[config.mk]
export PLATFORM = sky130hd
export DESIGN_NAME = aud_dsp_speed_flat
export DESIGN_NICKNAME = d
export VERILOG_FILES = /design/src/rtl/aud_dsp_speed_if.sv /design/src/rtl/aud_dsp_speed.sv /design/src/flat_wrapper.sv
export SDC_FILE = /design/constraint.sdc
export NUM_CORES = 1
export LEC_CHECK = 0
export ABC_AREA = 1
export ABC_CLOCK_PERIOD_IN_PS = 44300
export CAP_MARGIN = 10
export CORE_UTILIZATION = 50
export DETAILED_ROUTE_END_ITERATION = 16
export HOLD_SLACK_MARGIN = 0.1
export PLACE_DENSITY = 0.75
export SETUP_SLACK_MARGIN = 0.15
export SYNTH_ARGS = -nofsm -noshare
export SYNTH_HDL_FRONTEND = slang
export SYNTH_SLANG_ARGS = --single-unit
[constraint.sdc]
create_clock -name i_clk -period 44.3 [get_ports i_clk]
set_input_delay 4.43 -clock i_clk [delete_from_list [all_inputs] [get_ports i_clk]]
set_output_delay 4.43 -clock i_clk [all_outputs]
set_load 0.03 [all_outputs]
[src/rtl/aud_dsp_speed_if.sv]
// Playback-engine bus: transport controls, SRAM read port and DAC sample output.
// The master drives the i_* signals, the engine (slave) drives the o_* signals.
interface aud_dsp_speed_if #(
  parameter int unsigned DATA_W  = 16,
  parameter int unsigned ADDR_W  = 20,
  parameter int unsigned SPEED_W = 3
);
  logic               i_start;
  logic               i_pause;
  logic               i_stop;
  logic [1:0]         i_mode;
  logic [SPEED_W-1:0] i_speed;
  logic               i_daclrck;
  logic [DATA_W-1:0]  i_sram_data;
  logic [ADDR_W-1:0]  i_stop_addr;
  logic [ADDR_W-1:0]  o_sram_addr;
  logic [DATA_W-1:0]  o_dac_data;
  logic [1:0]         o_state;
  logic               o_fin;

  modport master (
    output i_start, i_pause, i_stop, i_mode, i_speed, i_daclrck, i_sram_data, i_stop_addr,
    input  o_sram_addr, o_dac_data, o_state, o_fin
  );

  modport slave (
    input  i_start, i_pause, i_stop, i_mode, i_speed, i_daclrck, i_sram_data, i_stop_addr,
    output o_sram_addr, o_dac_data, o_state, o_fin
  );
endinterface

[src/rtl/aud_dsp_speed.sv]
// Variable-speed playback engine: one SRAM sample per DAC frame with normal, fast,
// slow-hold and slow-interpolate modes. o_dac_data is registered on the tick edge.
module aud_dsp_speed #(
  parameter int unsigned DATA_W  = 16,
  parameter int unsigned ADDR_W  = 20,
  parameter int unsigned SPEED_W = 3
) (
  input  logic            i_clk,
  input  logic            i_rst_n,
  aud_dsp_speed_if.slave  bus
);

  localparam int unsigned NW  = SPEED_W + 1;
  localparam int unsigned AW1 = ADDR_W + 1;
  localparam int unsigned PW  = DATA_W + SPEED_W + 2;

  localparam logic [1:0] ModeNormal = 2'b00;
  localparam logic [1:0] ModeFast   = 2'b01;
  localparam logic [1:0] ModeHold   = 2'b10;
  localparam logic [1:0] ModeInterp = 2'b11;

  typedef enum logic [1:0] {
    StIdle  = 2'd0,
    StPlay  = 2'd1,
    StPause = 2'd2
  } state_e;

  state_e             state_q, state_d;
  logic [ADDR_W-1:0]  addr_q, addr_d;
  logic [DATA_W-1:0]  dac_q, dac_d;
  logic               fin_q, fin_d;
  logic [SPEED_W-1:0] phase_q, phase_d;
  logic [DATA_W-1:0]  prev_q, prev_d;
  logic [1:0]         mode_q, mode_d;
  logic [NW-1:0]      n_q, n_d;
  logic               lrck_q;

  logic               tick;
  logic               eod;
  logic [1:0]         eff_mode;
  logic [NW-1:0]      eff_n;
  logic               last;

  assign tick = lrck_q & ~bus.i_daclrck;
  assign eod  = (addr_q >= bus.i_stop_addr);

  // Mode and speed only change at a sample boundary; mid-ramp changes wait.
  always_comb begin
    eff_mode = mode_q;
    eff_n    = n_q;
    if (phase_q == '0) begin
      eff_mode = bus.i_mode;
      eff_n    = {1'b0, bus.i_speed} + NW'(1);
    end
  end

  assign last = ({1'b0, phase_q} == (eff_n - NW'(1)));

  // Interpolation: prev + (cur - prev) * k / N, truncated toward zero.
  logic signed [PW-1:0] cur_ext, prev_ext, diff, k_ext, n_ext, prod, quot, sum;
  logic [DATA_W-1:0]    interp_out;
  logic                 unused_sum_msb;

  always_comb begin
    cur_ext  = {{(PW-DATA_W){bus.i_sram_data[DATA_W-1]}}, bus.i_sram_data};
    prev_ext = {{(PW-DATA_W){prev_q[DATA_W-1]}}, prev_q};
    k_ext    = {{(PW-SPEED_W){1'b0}}, phase_q};
    n_ext    = {{(PW-NW){1'b0}}, eff_n};
    diff     = cur_ext - prev_ext;
    prod     = diff * k_ext;
    quot     = prod / n_ext;
    sum      = prev_ext + quot;
  end

  assign interp_out     = sum[DATA_W-1:0];
  assign unused_sum_msb = ^sum[PW-1:DATA_W];

  // Per-tick results; the address advance saturates at the stop address.
  logic               adv;
  logic [NW-1:0]      inc;
  logic [SPEED_W-1:0] tick_phase;
  logic [DATA_W-1:0]  tick_out;
  logic [ADDR_W:0]    addr_sum;
  logic [ADDR_W-1:0]  addr_adv;

  always_comb begin
    adv        = 1'b1;
    inc        = NW'(1);
    tick_phase = '0;
    tick_out   = bus.i_sram_data;
    unique case (eff_mode)
      ModeNormal: ;
      ModeFast:   inc = eff_n;
      ModeHold: begin
        if (!last) begin
          adv        = 1'b0;
          tick_phase = phase_q + SPEED_W'(1);
        end
      end
      ModeInterp: begin
        // N = 1 degenerates to normal playback rather than a zero-length ramp.
        if (eff_n != NW'(1)) begin
          tick_out = interp_out;
        end
        if (!last) begin
          adv        = 1'b0;
          tick_phase = phase_q + SPEED_W'(1);
        end
      end
      default: ;
    endcase
  end

  assign addr_sum = {1'b0, addr_q} + AW1'(inc);
  assign addr_adv = (addr_sum >= {1'b0, bus.i_stop_addr}) ? bus.i_stop_addr
                                                          : addr_sum[ADDR_W-1:0];

  always_comb begin
    state_d = state_q;
    addr_d  = addr_q;
    dac_d   = dac_q;
    fin_d   = fin_q;
    phase_d = phase_q;
    prev_d  = prev_q;
    mode_d  = mode_q;
    n_d     = n_q;
    unique case (state_q)
      StIdle: begin
        if (bus.i_start) begin
          state_d = StPlay;
          addr_d  = '0;
          phase_d = '0;
          prev_d  = '0;
          fin_d   = 1'b0;
          mode_d  = bus.i_mode;
          n_d     = {1'b0, bus.i_speed} + NW'(1);
        end
      end
      StPlay: begin
        if (bus.i_stop || eod) begin
          state_d = StIdle;
          addr_d  = '0;
          dac_d   = '0;
          phase_d = '0;
          prev_d  = '0;
          if (!bus.i_stop) begin
            fin_d = 1'b1;
          end
        end else if (bus.i_pause) begin
          state_d = StPause;
          dac_d   = '0;
        end else if (tick) begin
          mode_d  = eff_mode;
          n_d     = eff_n;
          dac_d   = tick_out;
          phase_d = tick_phase;
          if (adv) begin
            addr_d = addr_adv;
            prev_d = bus.i_sram_data;
          end
        end
      end
      StPause: begin
        if (bus.i_stop) begin
          state_d = StIdle;
          addr_d  = '0;
          phase_d = '0;
          prev_d  = '0;
        end else if (bus.i_start) begin
          state_d = StPlay;
        end
      end
      default: state_d = StIdle;
    endcase
  end

  always_ff @(posedge i_clk or negedge i_rst_n) begin
    if (!i_rst_n) begin
      state_q <= StIdle;
      addr_q  <= '0;
      dac_q   <= '0;
      fin_q   <= 1'b0;
      phase_q <= '0;
      prev_q  <= '0;
      mode_q  <= ModeNormal;
      n_q     <= NW'(1);
      lrck_q  <= 1'b0;
    end else begin
      state_q <= state_d;
      addr_q  <= addr_d;
      dac_q   <= dac_d;
      fin_q   <= fin_d;
      phase_q <= phase_d;
      prev_q  <= prev_d;
      mode_q  <= mode_d;
      n_q     <= n_d;
      lrck_q  <= bus.i_daclrck;
    end
  end

  assign bus.o_sram_addr = addr_q;
  assign bus.o_dac_data  = dac_q;
  assign bus.o_state     = state_q;
  assign bus.o_fin       = fin_q;

endmodule

[src/flat_wrapper.sv]
// flat-port wrapper written by rule: the top's interface ports become plain ports
module aud_dsp_speed_flat 
#(
  parameter int unsigned DATA_W  = 16,
  parameter int unsigned ADDR_W  = 20,
  parameter int unsigned SPEED_W = 3
)
  (i_clk, i_rst_n, bus_i_start, bus_i_pause, bus_i_stop, bus_i_mode, bus_i_speed, bus_i_daclrck, bus_i_sram_data, bus_i_stop_addr, bus_o_sram_addr, bus_o_dac_data, bus_o_state, bus_o_fin);
  aud_dsp_speed_if #(.DATA_W(DATA_W), .ADDR_W(ADDR_W), .SPEED_W(SPEED_W)) bus_i ();
  input  logic i_clk;
  input  logic i_rst_n;
  input wire logic [$bits(bus_i.i_start)-1:0] bus_i_start;
  input wire logic [$bits(bus_i.i_pause)-1:0] bus_i_pause;
  input wire logic [$bits(bus_i.i_stop)-1:0] bus_i_stop;
  input wire logic [$bits(bus_i.i_mode)-1:0] bus_i_mode;
  input wire logic [$bits(bus_i.i_speed)-1:0] bus_i_speed;
  input wire logic [$bits(bus_i.i_daclrck)-1:0] bus_i_daclrck;
  input wire logic [$bits(bus_i.i_sram_data)-1:0] bus_i_sram_data;
  input wire logic [$bits(bus_i.i_stop_addr)-1:0] bus_i_stop_addr;
  output wire logic [$bits(bus_i.o_sram_addr)-1:0] bus_o_sram_addr;
  output wire logic [$bits(bus_i.o_dac_data)-1:0] bus_o_dac_data;
  output wire logic [$bits(bus_i.o_state)-1:0] bus_o_state;
  output wire logic [$bits(bus_i.o_fin)-1:0] bus_o_fin;
  assign bus_i.i_start = bus_i_start;
  assign bus_i.i_pause = bus_i_pause;
  assign bus_i.i_stop = bus_i_stop;
  assign bus_i.i_mode = bus_i_mode;
  assign bus_i.i_speed = bus_i_speed;
  assign bus_i.i_daclrck = bus_i_daclrck;
  assign bus_i.i_sram_data = bus_i_sram_data;
  assign bus_i.i_stop_addr = bus_i_stop_addr;
  assign bus_o_sram_addr = bus_i.o_sram_addr;
  assign bus_o_dac_data = bus_i.o_dac_data;
  assign bus_o_state = bus_i.o_state;
  assign bus_o_fin = bus_i.o_fin;
  aud_dsp_speed #(.DATA_W(DATA_W), .ADDR_W(ADDR_W), .SPEED_W(SPEED_W)) u_core (.i_clk(i_clk), .i_rst_n(i_rst_n), .bus(bus_i));
endmodule
==> flow_metrics.tcl, run 1 <==
set metrics [dict create \
    cpMostUsedCell "nand2_1" \
    slew_viol_final 0 \
    max_freq_mhz 24.4 \
    routed_via_density 5.39 \
    synth_cell_types 53 \
    die_h_um 186 \
    cts-root-buf "clkbuf_16" \
    insertion_delay_ns 0.34 \
    worstSetupPathType "primary input to flop" \
    synth_common_cells "742 x nand2_1, 485 x inv_1, 281 x nor2_1" \
    die_w_um 186 \
    dp_hpwl_um 40000 \
    synth_ff_type "dfrtp_1" \
    hp-class "flop to flop" \
    path_clk_slew_ns 0.05 \
    routed_wl_um 50000 \
    layout-drive-gt1-share_pct 11.8 \
    synth_top_family_by_area "simple AND/OR/NAND/NOR gates" \
    row_count 66 \
    via_count 18800 \
    period_share_pct 92.4 \
    clock_skew_ns 0.00705 \
    yosysSeqAreaShare_pct 9.63 \
    firstDrtPassIters 6 \
    htreeDepth 3 \
    cp_data_required_time_ns 44.53 \
    synth_compound_area_share_pct 13.5 \
    cpPeakStageDelay_ns 0.50 \
    synth_fa_ha_area_share_pct 17.2 \
    io_buffers 85 \
    async_reset_ff_share_pct 100 \
    syn-cell-area_um2 16900 \
    min_period_ns 40.95 \
    cp_slowest_cell "fa_1" \
    synth-xor-area-share_pct 6.67 \
    syn_to_final_growth_pct 16.1 \
    synth.mux.area_fraction_pct 0 \
    die_area_um2 34600 \
    critPathCaptureType "flop" \
    setup_viol 0 \
    synth_top_area_share_pct 16.5 \
    grt_usage_pct 28.8 \
    clock_path_buffers 2 \
    synth-simple-area-share_pct 40.2 \
    syn_nets 3137 \
    drv_cap 0 \
    fill_cells 3223 \
    io_pins 86 \
    grt_max_degree 66 \
    grt_pass1_wl_um 81700 \
    synth_area_leaders "nand2_1 16%, ha_1 15%, inv_1 11%" \
    yosysMostFrequentCell "nand2_1" \
    grt_pass1_vias 17300 \
    synth_area_leader_cell "nand2_1" \
    critPathTopFamily "simple AND/OR/NAND/NOR gates" \
    wl_per_cell_um 14.4 \
    startpoint_type "primary input" \
    ys_seq_elements 65 \
    synth_edf_count 0 \
    cp_num_buf_inv 46 \
    antenna_found_initial 2 \
    grt_overflow_total 0 \
    setup_tns_ns 0 \
    outcome "finished, final reports clean" \
    placeableCoreArea_um2 32900 \
    nets 3298 \
    ys_warn_count 0 \
    drt-initial-drc-count 1223 \
    cts_tree "done" \
    gp_congestion 0.936 \
    crit_arrival_ns 41.18 \
    tightest_slew_ns 0.891 \
    path_max_fanout 9 \
    final-hold-violation-count 0 \
    drc 0 \
    cts_buffers 9 \
    postRouteAntennaNets 0 \
    syn_inst 2870 \
    syn-mean-instance-area_um2 5.89 \
    initial_utilization_pct 51.4 \
    cts_sinks 65 \
    maxSlewHeadroom_pct 40.6 \
]
==> worst paths after layout <==
kind / from / end / slack [ns] / depth (start not counted)
max: bus_i_sram_data[0] / u_core.bus.o_dac_data[15]$_DFFE_PN0P_ / 3.35 / 271
min: u_core.bus.o_dac_data[8]$_DFFE_PN0P_ / u_core.bus.o_dac_data[8]$_DFFE_PN0P_ / 0.50 / 2
max reg2reg: u_core.prev_q[1]$_DFFE_PN0P_ / u_core.bus.o_dac_data[15]$_DFFE_PN0P_ / 7.53 / 270
min reg2reg: u_core.bus.o_dac_data[8]$_DFFE_PN0P_ / u_core.bus.o_dac_data[8]$_DFFE_PN0P_ / 0.50 / 2
max in group asynchronous: i_rst_n / u_core.prev_q[0]$_DFFE_PN0P_ / 39.42 / 2
min in group asynchronous: i_rst_n / u_core.prev_q[9]$_DFFE_PN0P_ / 4.27 / 2
==> cells by family after synthesis <==
| kind of cell | count (synthesis) |
|---|---|
| AND/OR/NAND/NOR | 1490 |
| buffers and inverters | 559 |
| AO/OA/AOI/OAI | 408 |
| adder cells (fa/ha/maj) | 220 |
| XOR/XNOR | 128 |
| flip-flops | 65 |
==> layout make-up <==
class | instances | area [µm²] | area share, %
repair buffers | 189 | 1640 | 8.33
diodes | 1 | 2.50 | 0.0128
multi-input cells | 2248 | 13500 | 68.8
flip-flops and latches | 65 | 1630 | 8.29
clock buffers | 14 | 274 | 1.40
inverters | 518 | 1960 | 10.0
clock inverters | 2 | 60.1 | 0.306
well taps | 442 | 553 | 2.82
==> layer usage <==
layer,wire (µm),part of all wire [%],global-route usage [%],up-vias
met5,11,0.022,0,-
met1,23000,46,38.2,8580
li1,-,-,-,9585
met4,1160,2.3,8.03,2
met2,23500,47,50.3,514
met3,2330,4.6,1.74,88
==> per-stage QoR <==
step | worst slack, ns | hold WS [ns] | utilization [%] | cells | area (µm²)
floorplan | 1.27 | 0.474 | - | 2870 | 16900
global route | -0.165 | 0.537 | 59.7 | 3479 | 19600
finish | 3.35 | 0.502 | 59.7 | 3479 | 19600
CTS | 0.170 | 0.499 | 57.0 | 3407 | 18700
detailed placement | -1.81 | 0.476 | 55.8 | 3391 | 18300
global placement | 0.220 | 0.485 | 55.8 | 3391 | 18300
==> flip-flops by register name (all words and copies together), names as in the netlist <==
| name | flops |
|---|---|
| u_core.phase_q | 3 |
| u_core.n_q | 4 |
| u_core.prev_q | 16 |
| u_core.bus.o_sram_addr | 20 |
| u_core.lrck_q | 1 |
| u_core.mode_q | 2 |
| u_core.bus.o_dac_data | 16 |
| u_core.bus.o_state | 2 |
| u_core.bus.o_fin | 1 |
==> worst register-to-register path, delay by kind of cell, from the launching register on <==
kind | cells | cell delay [ns]
buffers and inverters | 45 | 3.76
DFF | 1 | 0.41
adders and majority gates | 27 | 8.23
xor gates and xnor gates | 4 | 0.82
and+or+nand+nor | 116 | 12.40
AOI/OAI and AO/OA | 78 | 11.05
==> timing repair <==
action / in CTS / in global routing
buffers inserted: 0 / 68
hold endpoints to repair: 0 / 0
pin swaps: 1 / 51
endpoints found under the setup margin: 11 / 16
cloned: 0 / 2
hold buffers: 0 / 0
resized for setup: 23 / 91
==> cells in the final DEF, fill, tap and decap left out, types with 7 or more instances in the layout <==
master | Yosys | final
nand3b_1 | 12 | 12
o21ai_1 | 25 | 29
o21ai_0 | 170 | 154
o21bai_1 | 22 | 20
nand3_2 | 21 | 26
nand2_2 | 36 | 41
a21oi_1 | 127 | 111
nor3_1 | 23 | 22
clkdlybuf4s50_1 | 0 | 82
xor2_1 | 103 | 100
or2_2 | 11 | 11
o211ai_1 | 21 | 21
fa_1 | 20 | 19
nand4_1 | 81 | 81
nor2_1 | 281 | 266
nand2_1 | 742 | 737
nor2_2 | 19 | 28
a21oi_2 | 2 | 16
xnor2_1 | 24 | 23
nand3_4 | 9 | 10
inv_2 | 26 | 26
buf_4 | 5 | 103
o31ai_1 | 9 | 7
dfrtp_1 | 64 | 64
o21ai_2 | 6 | 18
nand3_1 | 215 | 210
inv_1 | 485 | 479
ha_1 | 200 | 193
clkbuf_16 | 0 | 9
nor2_4 | 15 | 21
Power of run 1 is not shown: default switching activity piles up to over one toggle a cycle in this logic, so the estimate is an artifact.
==> inputs of run 2 (changes only) <==
- TNS_END_PERCENT: default -> 50
==> results of run 2 <==
Final layout, timing and power as in run 1 (identical DEF).
Power of run 2 is left out for the same reason.
==> inputs of run 3 (changes only) <==
- ABC_AREA: 1 -> default
- PLACE_DENSITY: 0.75 -> 0.79
- SETUP_SLACK_MARGIN: 0.15 -> 0.4
==> run 3 against run 2 <==
The run now fails in global routing (5_1_grt). Synthesized cell count fell by 22%. Area after synthesis decreased by 1.7%.
==> flow_metrics.tcl, run 3 <==
set metrics [dict create \
    syn-mean-instance-area_um2 7.43 \
    lastStage "global routing (5_1_grt)" \
    synth_edf_count 0 \
    synth_common_cells "204 x nand2_1, 200 x ha_1, 159 x nor2_1" \
    yosysSeqAreaShare_pct 9.80 \
    synth_ff_type "dfrtp_1" \
    synth_area_leaders "ha_1 15%, dfrtp_1 9.6%, nand2_1 4.6%" \
    worstEndpointType "register input" \
    error "[ERROR GRT-0232] Routing congestion too high. Check the congestion heatmap in the GUI." \
    syn-cell-area_um2 16600 \
    ys_seq_elements 65 \
    synth_top_area_share_pct 15.1 \
    crit_endpoint "u_core.bus.o_dac_data[15]$_DFFE_PN0P_/D" \
    syn_inst 2235 \
    initial_utilization_pct 50.9 \
    io_pins 86 \
    grt_usage_pct 74.6 \
    synth_cell_types 109 \
    clock_path_buffers 2 \
    ys_warn_count 0 \
    grt_overflow_total 1 \
    die_h_um 184 \
    cts-root-buf "clkbuf_16" \
    io_buffers 85 \
    htreeDepth 3 \
    async_reset_ff_share_pct 100 \
    synth_area_leader_cell "ha_1" \
    syn_nets 2502 \
    dp_hpwl_um 48400 \
    cts_hold_buf 0 \
    gp_congestion 0.950 \
    grt_max_degree 66 \
    outcome "did not finish" \
    cts_buffers 9 \
    row_count 66 \
    cts_sinks 65 \
    die_w_um 184 \
    yosysMostFrequentCell "nand2_1" \
]
run 3: metal layers:
layer / GRT overflow / track usage, %
met5: 0 / 42.1
met4: 1 / 72.5
met3: 0 / 64.3
met2: 0 / 90.2
met1: 0 / 71.9
run 3: repair_timing:
| action | in CTS |
|---|---|
| gates resized for setup | 115 |
| setup endpoints to repair | 16 |
| pin swaps | 149 |
| buffers inserted | 227 |
run 3: per-stage QoR:
| step | instance area (µm²) | std cells | setup WS, ns | utilization (%) | TNS, ns |
|---|---|---|---|---|---|
| after CTS | 26000 | 3636 | -2.59 | 79.6 | -25.64 |
| after detailed placement | 23500 | 3393 | -4.58 | 71.9 | -53.87 |
| after global placement | 23500 | 3393 | -2.33 | 71.9 | -19.83 |
| after floorplan | 17200 | 2235 | -4.32 | - | -48.74 |
run 3: cells by family after synthesis:
| family | after synthesis | share of synthesized area (%) |
|---|---|---|
| buf+inv | 187 | 4.32 |
| simple gates | 841 | 26.4 |
| flops | 65 | 9.80 |
| fa+ha+maj | 221 | 17.5 |
| compound gates | 674 | 27.8 |
| xor+xnor | 160 | 8.57 |
| mux | 87 | 5.52 |
